## config.mk

```make
export PLATFORM = sky130hd
export DESIGN_NAME = jtopl_wrq
export DESIGN_NICKNAME = d
export VERILOG_FILES = /design/src/rtl/jtopl_wrq_pkg.sv /design/src/rtl/jtopl_wrq_fifo.sv /design/src/rtl/jtopl_wrq.sv
export SDC_FILE = /design/constraint.sdc
export NUM_CORES = 1
export LEC_CHECK = 0
export ABC_AREA = 1
export ABC_CLOCK_PERIOD_IN_PS = 2800
export BUFFER_PORTS_ARGS = -buffer_cell sky130_fd_sc_hd__buf_2
export CORE_MARGIN = 4
export CORE_UTILIZATION = 62
export DETAILED_ROUTE_END_ITERATION = 10
export PLACE_DENSITY = 0.86
export SLEW_MARGIN = 20
export SYNTH_ARGS = -nofsm -noshare
export SYNTH_HDL_FRONTEND = slang
export SYNTH_SLANG_ARGS = --single-unit
```

## constraint.sdc

```tcl
create_clock -name clk -period 2.8 [get_ports clk]
set_input_delay 0.28 -clock clk [delete_from_list [all_inputs] [get_ports clk]]
set_output_delay 0.28 -clock clk [all_outputs]
set_load 0.005 [all_outputs]
```

## src/rtl/jtopl_wrq_pkg.sv

```systemverilog
// Shared types and constants for the jtopl_wrq host write queue and pacer.
// FIFO entry layout: register number in [15:8], value in [7:0].
package jtopl_wrq_pkg;

    // Default waits in cen ticks, derived from the 3.58 MHz OPL2 timing.
    localparam int ADDR_WAIT_DEF = 12;
    localparam int DATA_WAIT_DEF = 84;

    typedef enum logic [2:0] {
        ST_IDLE,
        ST_ASTB,
        ST_AWAIT,
        ST_DSTB,
        ST_DWAIT
    } wrq_state_e;

    typedef struct packed {
        logic [7:0] rnum;
        logic [7:0] val;
    } wrq_entry_t;

    // Counter width able to hold max(a, d) - 1, never narrower than one bit.
    function automatic int cnt_width(input int a, input int d);
        int m;
        m = (a > d) ? a : d;
        return (m > 1) ? $clog2(m) : 1;
    endfunction

endpackage

```

## src/rtl/jtopl_wrq_fifo.sv

```systemverilog
// Single-clock synchronous FIFO of (register, value) pairs with synchronous flush.
// Pushes while full and pops while empty are ignored.
module jtopl_wrq_fifo
    import jtopl_wrq_pkg::*;
#(
    parameter int DEPTH_LOG2 = 4
) (
    input  logic       clk,
    input  logic       rst,
    input  logic       push,
    input  logic       pop,
    input  wrq_entry_t din,
    output wrq_entry_t dout,
    output logic       full,
    output logic       empty
);

    localparam int DEPTH = 1 << DEPTH_LOG2;
    localparam logic [DEPTH_LOG2-1:0] PTR_ONE = DEPTH_LOG2'(1);
    localparam logic [DEPTH_LOG2:0]   CNT_ONE = (DEPTH_LOG2 + 1)'(1);
    localparam logic [DEPTH_LOG2:0]   CNT_MAX = (DEPTH_LOG2 + 1)'(DEPTH);

    wrq_entry_t            mem_q [DEPTH];
    logic [DEPTH_LOG2-1:0] wr_ptr_q, wr_ptr_d;
    logic [DEPTH_LOG2-1:0] rd_ptr_q, rd_ptr_d;
    logic [DEPTH_LOG2:0]   count_q, count_d;
    logic                  do_push, do_pop;

    assign full  = (count_q == CNT_MAX);
    assign empty = (count_q == '0);
    assign dout  = mem_q[rd_ptr_q];

    always_comb begin
        do_push  = push && !full;
        do_pop   = pop && !empty;
        wr_ptr_d = do_push ? wr_ptr_q + PTR_ONE : wr_ptr_q;
        rd_ptr_d = do_pop ? rd_ptr_q + PTR_ONE : rd_ptr_q;
        count_d  = count_q;
        if (do_push && !do_pop) begin
            count_d = count_q + CNT_ONE;
        end else if (do_pop && !do_push) begin
            count_d = count_q - CNT_ONE;
        end
    end

    always_ff @(posedge clk) begin
        if (rst) begin
            wr_ptr_q <= '0;
            rd_ptr_q <= '0;
            count_q  <= '0;
        end else begin
            wr_ptr_q <= wr_ptr_d;
            rd_ptr_q <= rd_ptr_d;
            count_q  <= count_d;
        end
    end

    // Storage needs no reset: the flushed pointers hide stale contents.
    always_ff @(posedge clk) begin
        if (do_push) begin
            mem_q[wr_ptr_q] <= din;
        end
    end

endmodule

```

## src/rtl/jtopl_wrq.sv

```systemverilog
// Host write queue and pacer feeding the OPL2 core bus with address/data strobes.
// Optional macro JTOPL_WRQ_SKIPADDR_EN skips the address phase on a repeated register.
module jtopl_wrq
    import jtopl_wrq_pkg::*;
#(
    parameter int DEPTH_LOG2 = 4,
    parameter int ADDR_WAIT  = ADDR_WAIT_DEF,
    parameter int DATA_WAIT  = DATA_WAIT_DEF
) (
    input  logic       clk,
    input  logic       rst,
    input  logic       cen,
    input  logic       wr_en,
    input  logic [7:0] wr_reg,
    input  logic [7:0] wr_val,
    output logic       full,
    output logic       idle,
    output logic       overflow,
    input  logic       ovf_clr,
    output logic       opl_addr,
    output logic [7:0] opl_din,
    output logic       opl_cs_n,
    output logic       opl_wr_n
);

    localparam int CNT_W = cnt_width(ADDR_WAIT, DATA_WAIT);
    localparam logic [CNT_W-1:0] AW_LOAD = CNT_W'(ADDR_WAIT - 1);
    localparam logic [CNT_W-1:0] DW_LOAD = CNT_W'(DATA_WAIT - 1);
    localparam logic [CNT_W-1:0] CNT_ONE = CNT_W'(1);

    if (ADDR_WAIT < 1 || DATA_WAIT < 1) begin : g_bad_wait
        $error("jtopl_wrq: ADDR_WAIT and DATA_WAIT must both be at least 1");
    end

    wrq_state_e       state_q, state_d;
    logic [CNT_W-1:0] cnt_q, cnt_d;
    logic [7:0]       reg_q, reg_d;
    logic [7:0]       val_q, val_d;
    logic             cs_n_q, cs_n_d;
    logic             wr_n_q, wr_n_d;
    logic             addr_q, addr_d;
    logic [7:0]       din_q, din_d;
    logic             ovf_q, ovf_d;

    logic       fifo_full, fifo_empty;
    wrq_entry_t fifo_dout, push_data;
    logic       push, pop, skip_hit;

    assign push_data = {wr_reg, wr_val};
    assign push      = wr_en && !fifo_full;

    jtopl_wrq_fifo #(
        .DEPTH_LOG2(DEPTH_LOG2)
    ) u_fifo (
        .clk  (clk),
        .rst  (rst),
        .push (push),
        .pop  (pop),
        .din  (push_data),
        .dout (fifo_dout),
        .full (fifo_full),
        .empty(fifo_empty)
    );

`ifdef JTOPL_WRQ_SKIPADDR_EN
    logic [7:0] last_reg_q, last_reg_d;
    logic       last_vld_q, last_vld_d;

    assign skip_hit = last_vld_q && (fifo_dout.rnum == last_reg_q);

    always_comb begin
        last_reg_d = last_reg_q;
        last_vld_d = last_vld_q;
        if (cen && state_q == ST_ASTB) begin
            last_reg_d = reg_q;
            last_vld_d = 1'b1;
        end
    end

    always_ff @(posedge clk) begin
        if (rst) begin
            last_reg_q <= '0;
            last_vld_q <= 1'b0;
        end else begin
            last_reg_q <= last_reg_d;
            last_vld_q <= last_vld_d;
        end
    end
`else
    assign skip_hit = 1'b0;
`endif

    always_comb begin
        state_d = state_q;
        cnt_d   = cnt_q;
        reg_d   = reg_q;
        val_d   = val_q;
        cs_n_d  = cs_n_q;
        wr_n_d  = wr_n_q;
        addr_d  = addr_q;
        din_d   = din_q;
        pop     = 1'b0;

        // Set wins over clear; a push while full is dropped even if a pop coincides.
        ovf_d = (wr_en && fifo_full) ? 1'b1 : (ovf_clr ? 1'b0 : ovf_q);

        if (cen) begin
            case (state_q)
                ST_IDLE: pop = !fifo_empty;
                ST_ASTB: begin
                    state_d = ST_AWAIT;
                    cnt_d   = AW_LOAD;
                    cs_n_d  = 1'b1;
                    wr_n_d  = 1'b1;
                    din_d   = reg_q;
                end
                ST_AWAIT: begin
                    if (cnt_q == '0) begin
                        state_d = ST_DSTB;
                        cs_n_d  = 1'b0;
                        wr_n_d  = 1'b0;
                        addr_d  = 1'b1;
                        din_d   = val_q;
                    end else begin
                        cnt_d = cnt_q - CNT_ONE;
                    end
                end
                ST_DSTB: begin
                    state_d = ST_DWAIT;
                    cnt_d   = DW_LOAD;
                    cs_n_d  = 1'b1;
                    wr_n_d  = 1'b1;
                end
                ST_DWAIT: begin
                    if (cnt_q == '0) begin
                        state_d = ST_IDLE;
                        pop     = !fifo_empty;
                    end else begin
                        cnt_d = cnt_q - CNT_ONE;
                    end
                end
                default: state_d = ST_IDLE;
            endcase

            // Outputs are registered, so the first strobe of a pair is set up on the pop edge.
            if (pop) begin
                reg_d  = fifo_dout.rnum;
                val_d  = fifo_dout.val;
                cs_n_d = 1'b0;
                wr_n_d = 1'b0;
                if (skip_hit) begin
                    state_d = ST_DSTB;
                    addr_d  = 1'b1;
                    din_d   = fifo_dout.val;
                end else begin
                    state_d = ST_ASTB;
                    addr_d  = 1'b0;
                    din_d   = fifo_dout.rnum;
                end
            end
        end
    end

    always_ff @(posedge clk) begin
        if (rst) begin
            state_q <= ST_IDLE;
            cnt_q   <= '0;
            reg_q   <= '0;
            val_q   <= '0;
            cs_n_q  <= 1'b1;
            wr_n_q  <= 1'b1;
            addr_q  <= 1'b0;
            din_q   <= '0;
            ovf_q   <= 1'b0;
        end else begin
            state_q <= state_d;
            cnt_q   <= cnt_d;
            reg_q   <= reg_d;
            val_q   <= val_d;
            cs_n_q  <= cs_n_d;
            wr_n_q  <= wr_n_d;
            addr_q  <= addr_d;
            din_q   <= din_d;
            ovf_q   <= ovf_d;
        end
    end

    assign full     = fifo_full;
    assign idle     = fifo_empty && (state_q == ST_IDLE);
    assign overflow = ovf_q;
    assign opl_addr = addr_q;
    assign opl_din  = din_q;
    assign opl_cs_n = cs_n_q;
    assign opl_wr_n = wr_n_q;

endmodule

```

== Word level (Yosys, flattened, before mapping) ==
Memories as Yosys holds them, arrays and structs flattened. A register that Yosys moved wholly into a read port is not among the register bits.
Cells that the tools add are included.
Word-level totals
  memories kept: 1
  memory bits (writable): 256
  logic and storage cells: 82
  register bits after elaboration: 50
Cells by class
  reductions and logical operators: 29
  $add $sub $neg: 5
  equal/unequal tests: 9
  mux-type cells: 27
Memories
  u_fifo.mem_q: depth 16, width 16, rd ports 1, clocked after memory_dff 1, write ports 1, line jtopl_wrq_fifo.sv:23  | wrq_entry_t mem_q [DEPTH];
Operators with widths (count)
  7-bit one-hot mux with 3 select lines: 1
  8-bit two-way mux: 2
  8-bit one-hot mux with 2 select lines: 1
  3-bit one-hot mux with 5 select lines: 1
  1-bit two-way mux: 12
  3-bit AND reduction: 4
  5-bit two-way mux: 2
  3-bit two-way mux: 3
  3-bit nonzero test: 3
  4-bit by 1-bit adder with 4-bit output (second input constant): 2
  4-bit two-way mux: 2
  2-bit nonzero test: 4
  1-bit logical AND: 7
  7-bit logical NOT: 1
  7-bit two-way mux: 1
  7-bit by 1-bit subtractor with 7-bit output (second input constant): 1
  3-bit by 2-bit == test with 1-bit output (second input constant): 2
  3-bit inequality test (second input constant): 2
  5-bit by 1-bit adder with 5-bit output (second input constant): 1
  5-bit == test (second input constant): 1
  5-bit logical NOT: 1
  5-bit by 1-bit subtractor with 5-bit output (second input constant): 1
  1-bit logical NOT: 4
  2-bit inequality test (second input constant): 2
  7 further kinds: 9

== Depth between registers and ports, before layout ==
  word-level depth: 10
  depth in mapped cells: 19
  gate-level depth less buffers: 17

== Cells and area by module ==
Synthesis repeated with hierarchy kept, for this count alone.
Unflattened totals
  cell total of the unflattened synthesis: 1451
  area total of the unflattened synthesis: 13789.5 µm²
By module, submodules not included
  jtopl_wrq_fifo: cells each 1172, area each 11886.4 µm², times used 1
  jtopl_wrq: cells each 279, area each 1903.1 µm², times used 1

== Worst setup path after synthesis ==
Ideal clock, no wire load.
  path kind: register -> register
  start: reg cnt_q[0]
  end: reg u_fifo.count_q[4]
  period minus slack after synthesis: 2516 ps
  stages on the path, launching flop included: 19
  arrival time: 2403 ps
  slack: 284 ps
  cells stage by stage: dfxtp_1 inv_1 ha_1 inv_1 nor2_1 nand3_2 nand2_2 nand3_4 buf_6 buf_6 ha_1 inv_1 ha_1 a21oi_1 nand2_1 a21oi_1 o21ai_0 nor2_1 nor2_1
Between the ends
  word-level cells in the longest chain between the ends: 9
  elaborated cells between the ends (all ways): 11
  those cells by class: mux: 5; reduce/logical: 6
RTL lines
  from (decl): line jtopl_wrq.sv:36  | logic [CNT_W-1:0] cnt_q, cnt_d;
  from (signal assigned): line jtopl_wrq.sv:177  | cnt_q <= cnt_d;
  7-bit logical NOT (*): line jtopl_wrq.sv:135  | if (cnt_q == '0) begin
  1-bit two-way mux (*): line jtopl_wrq.sv:135
  1-bit one-hot mux with 2 select lines (*): line jtopl_wrq.sv:108  | case (state_q)
  1-bit two-way mux (*) (2 in series): line jtopl_wrq.sv:107  | if (cen) begin
  1-bit logical AND (*): line jtopl_wrq_fifo.sv:35  | do_pop = pop && !empty;
  1-bit logical NOT: line jtopl_wrq_fifo.sv:39  | if (do_push && !do_pop) begin
  1-bit logical AND: line jtopl_wrq_fifo.sv:39
  5-bit two-way mux / 2-bit nonzero test (equally long branches)
  to (signal assigned): line jtopl_wrq_fifo.sv:54  | count_q <= count_d;
  to (decl): line jtopl_wrq_fifo.sv:26  | logic [DEPTH_LOG2:0] count_q, count_d;
Mark *: on every way between the ends. The rest lies on a longest branch, timed or not. The select of a mux whose other input is x is not followed.
A chain may end at the register's enable or synchronous reset.

== Worst setup path in the final report ==
Same ends and word-level chain as after synthesis.

==> out/metrics.cfg <==
[outcome]
status=complete, no violations

[worst_setup_path]
rrSetupSlack_ns=0.27
max_stage_delay_ns=0.34
cp-end-kind=flip-flop
worst_ep_arrival_time_ns=3.02
cp_max_fo=6
critPathSlowestCell=dfxtp_1
r2r_cells=17
worstSetupPathDepth=17
startpoint_type=flip-flop
critPathKind=reg2reg
crit_required_ns=3.29
endpoint=u_fifo.count_q[4]
critical_path.cell_chain=inv_1 -> ha_1 -> inv_1 -> nor2_1 -> nand3_2 -> nand2_2 -> nand3_4 -> ha_1 -> inv_1 -> ha_1 -> a21oi_1 -> nand2_1 -> a21oi_1 -> o21ai_0 -> nand2_1 -> nand2_1 -> nor2_1
cp-startpoint=cnt_q[0]
crit_family=simple AND/OR/NAND/NOR gates
critical_path_buf_inv_count=3
r2r_end=u_fifo.count_q[4]
regToRegStartpoint=cnt_q[0]

[synthesis]
syn_area_mm2=0.0134
syn_nets=1346
yosys-top-cells-count=edfxtp_1, nand2_1, inv_1
synth_edf_count=256
post_synth_num_cell_types=34
ys.flop_type=edfxtp_1
ys_ff_latch=310
synthMuxAreaShare_pct=0
ys_warn_count=0
async_flop_share_pct=0
yosys.area_share.simple_pct=19.3
synth_compound_area_share_pct=6.12
synth_top_family_by_area=simple AND/OR/NAND/NOR gates
netlist_instances=1313
postSynthAreaPerCell_um2=10.2
synth_area_leaders=edfxtp_1, dfxtp_1, nand2_1, nand3_1, inv_1
synth.top_cell.area_share_pct=57.5
synthXorXnorAreaFrac_pct=0.524
yosysSeqAreaShare_pct=65.6
yosysTopAreaCell=edfxtp_1
synthAdderAreaFrac_pct=1.18

[sta]
finalHoldViolCount=0
finalSetupViolations=0
min_period_ns=2.53
fin_crit_sh_pct=90.2
tns_ns=0
relSlewSlack_pct=42.7
worstMarginPinSlew_ns=0.859
finClkSkew_ns=0.0162
rsz0062_at_grt=no
fmax_ghz=0.396
slew_violations=0

[die]
die_area_mm2=0.0240
die_w_um=155
floorplan.initialDensity_pct=63.4
core_area_mm2=0.0211
ios=35
dieHeight_um=155
rows=53

[placed_design]
placed_cells=1585
port_buffers=34
routabilityCongestion=0.801
hpwl_um=17400

[finish]
diodes=0
drive_gt1_share_pct=11.5
multiInputGateArea_mm2=0.00366
nNetsFinal=1376
fin_cells=1642
ff_latch_area_mm2=0.00877
nFillCells=1423
area_delta_synth_final_pct=11.1

[global_routing]
grt_pass1_vias=9096
overflow=0
grt_util_all_layers_pct=25.4
grt_max_degree=129
grt_pass1_wl_um=47600
antenna_found_initial=0

[clock_network]
htree_levels=1
cts_tree=yes
cts_resized=0
cts_sinks=310
clk_pin_slew_worst_paths_ns=0.06
clockRootBuffer=clkbuf_16
cts_buffers=30
clk_latency_ns=0.56
cts_max_path_buffers=3

[detailed_routing]
ant_nets=0
drt-vias-per-instance=5.76
drt_first_pass_iters=6
drt-total-wl_um=30300
drt-initial-drc-count=1215
drc_errors=0
avgRoutedWirePerCell_um=18.5
num_vias=9464

[min_path]
hp-class=in2reg

[power]
peakVddDrop_v=0.000587
power_density_mw_per_mm2=913
p_leak_nw=5.97

[run]
maxCapViolCount=0

-- layout by cell type (no fill, tap or decap), drive strengths merged --
cell         count
o211ai           9
o21ai           92
bufinv           2
nand2          265
xor2             7
a31o             1
edfxtp         256
nor2           160
ha              11
and3             1
dfxtp           54
nand4            3
dlygate4sd3      1
a21oi           46
a31oi            2
fa               1
nor3             3
xnor2            1
clkbuf          37
nand3b           8
inv            165
clkinvlp         2
buf             64
nand3          161
clkinv          14
o31ai            1
-- worst min-delay path: stages --
cell and delay, ns:
buf_2 0.11, nand2_1 0.08, a21oi_1 0.06
-- sequential cells by signal, summed over array words and instances, names as in the netlist, named ones only --
name,count
reg_q,8
opl_din,8
overflow,1
val_q,8
u_fifo.wr_ptr_q,4
opl_addr,1
u_fifo.rd_ptr_q,4
opl_wr_n,1
u_fifo.count_q,5
state_q,3
cnt_q,7
u_fifo.mem_q,256
-- timing repair --
action                                  in CTS  in global routing
hold endpoints to repair                     1                  0
buffers inserted                             0                  0
endpoints found under the setup margin       0                  0
hold buffers                                 1                  0
-- worst min-delay path by stage --
stage	startpoint	endpoint	slack [ns]	cells past startpoint
5_1_grt	wr_en	overflow	0.02	3
6_report	wr_en	overflow	0.03	3
3_5_place_dp	overflow	overflow	0.46	2
3_3_place_gp	opl_addr	opl_addr	0.45	2
2_1_floorplan	wr_val[0]	u_fifo.mem_q[0][0]	0.38	0
4_1_cts	wr_en	overflow	0.01	3
-- power breakdown --
part / internal [mW] / switching [mW] / leakage, nW
clock network: 2.19 / 1.67 / 0.464
logic: 1.31 / 2.82 / 2.75
registers: 5.36 / 0.207 / 2.76
total: 8.86 / 4.70 / 5.97
-- through the flow --
step	util, %	power [mW]	setup WS [ns]	cell area, µm²	hold WS [ns]
floorplan	-	8.80	0.284	13400	0.379
global placement	65.8	9.53	0.432	13900	0.447
detailed placement	65.8	9.73	0.300	13900	0.458
CTS	70.4	13.6	0.278	14800	0.0126
global route	70.4	14.4	0.00346	14800	0.0216
finish	70.4	13.6	0.275	14800	0.0255
-- kinds of logic (layout without fill, tap and decap cells) --
group | Yosys count | count (layout)
XOR/XNOR | 8 | 8
adder cells (fa/ha/maj) | 12 | 12
flip-flops | 310 | 310
AO/OA/AOI/OAI | 151 | 151
AND/OR/NAND/NOR | 601 | 601
buffers and inverters | 231 | 285
-- per-layer routing --
layer / up-vias / GRT usage, % / wire [µm]
met3: 118 / 3.92 / 2880
met1: 4403 / 33.5 / 11400
met5: - / 0 / 0
li1: 4420 / - / -
met2: 523 / 42.3 / 14700
met4: 0 / 11.1 / 1350
-- layout make-up --
cell class,instances,share of cell area (%)
clock buffer,37,5.30
clock inverter,19,1.10
timing repair buffer,65,3.32
inverter,164,4.16
tap,275,2.32
multi-input combinational,772,24.7
sequential,310,59.1
(Power assumes the default switching activity.)
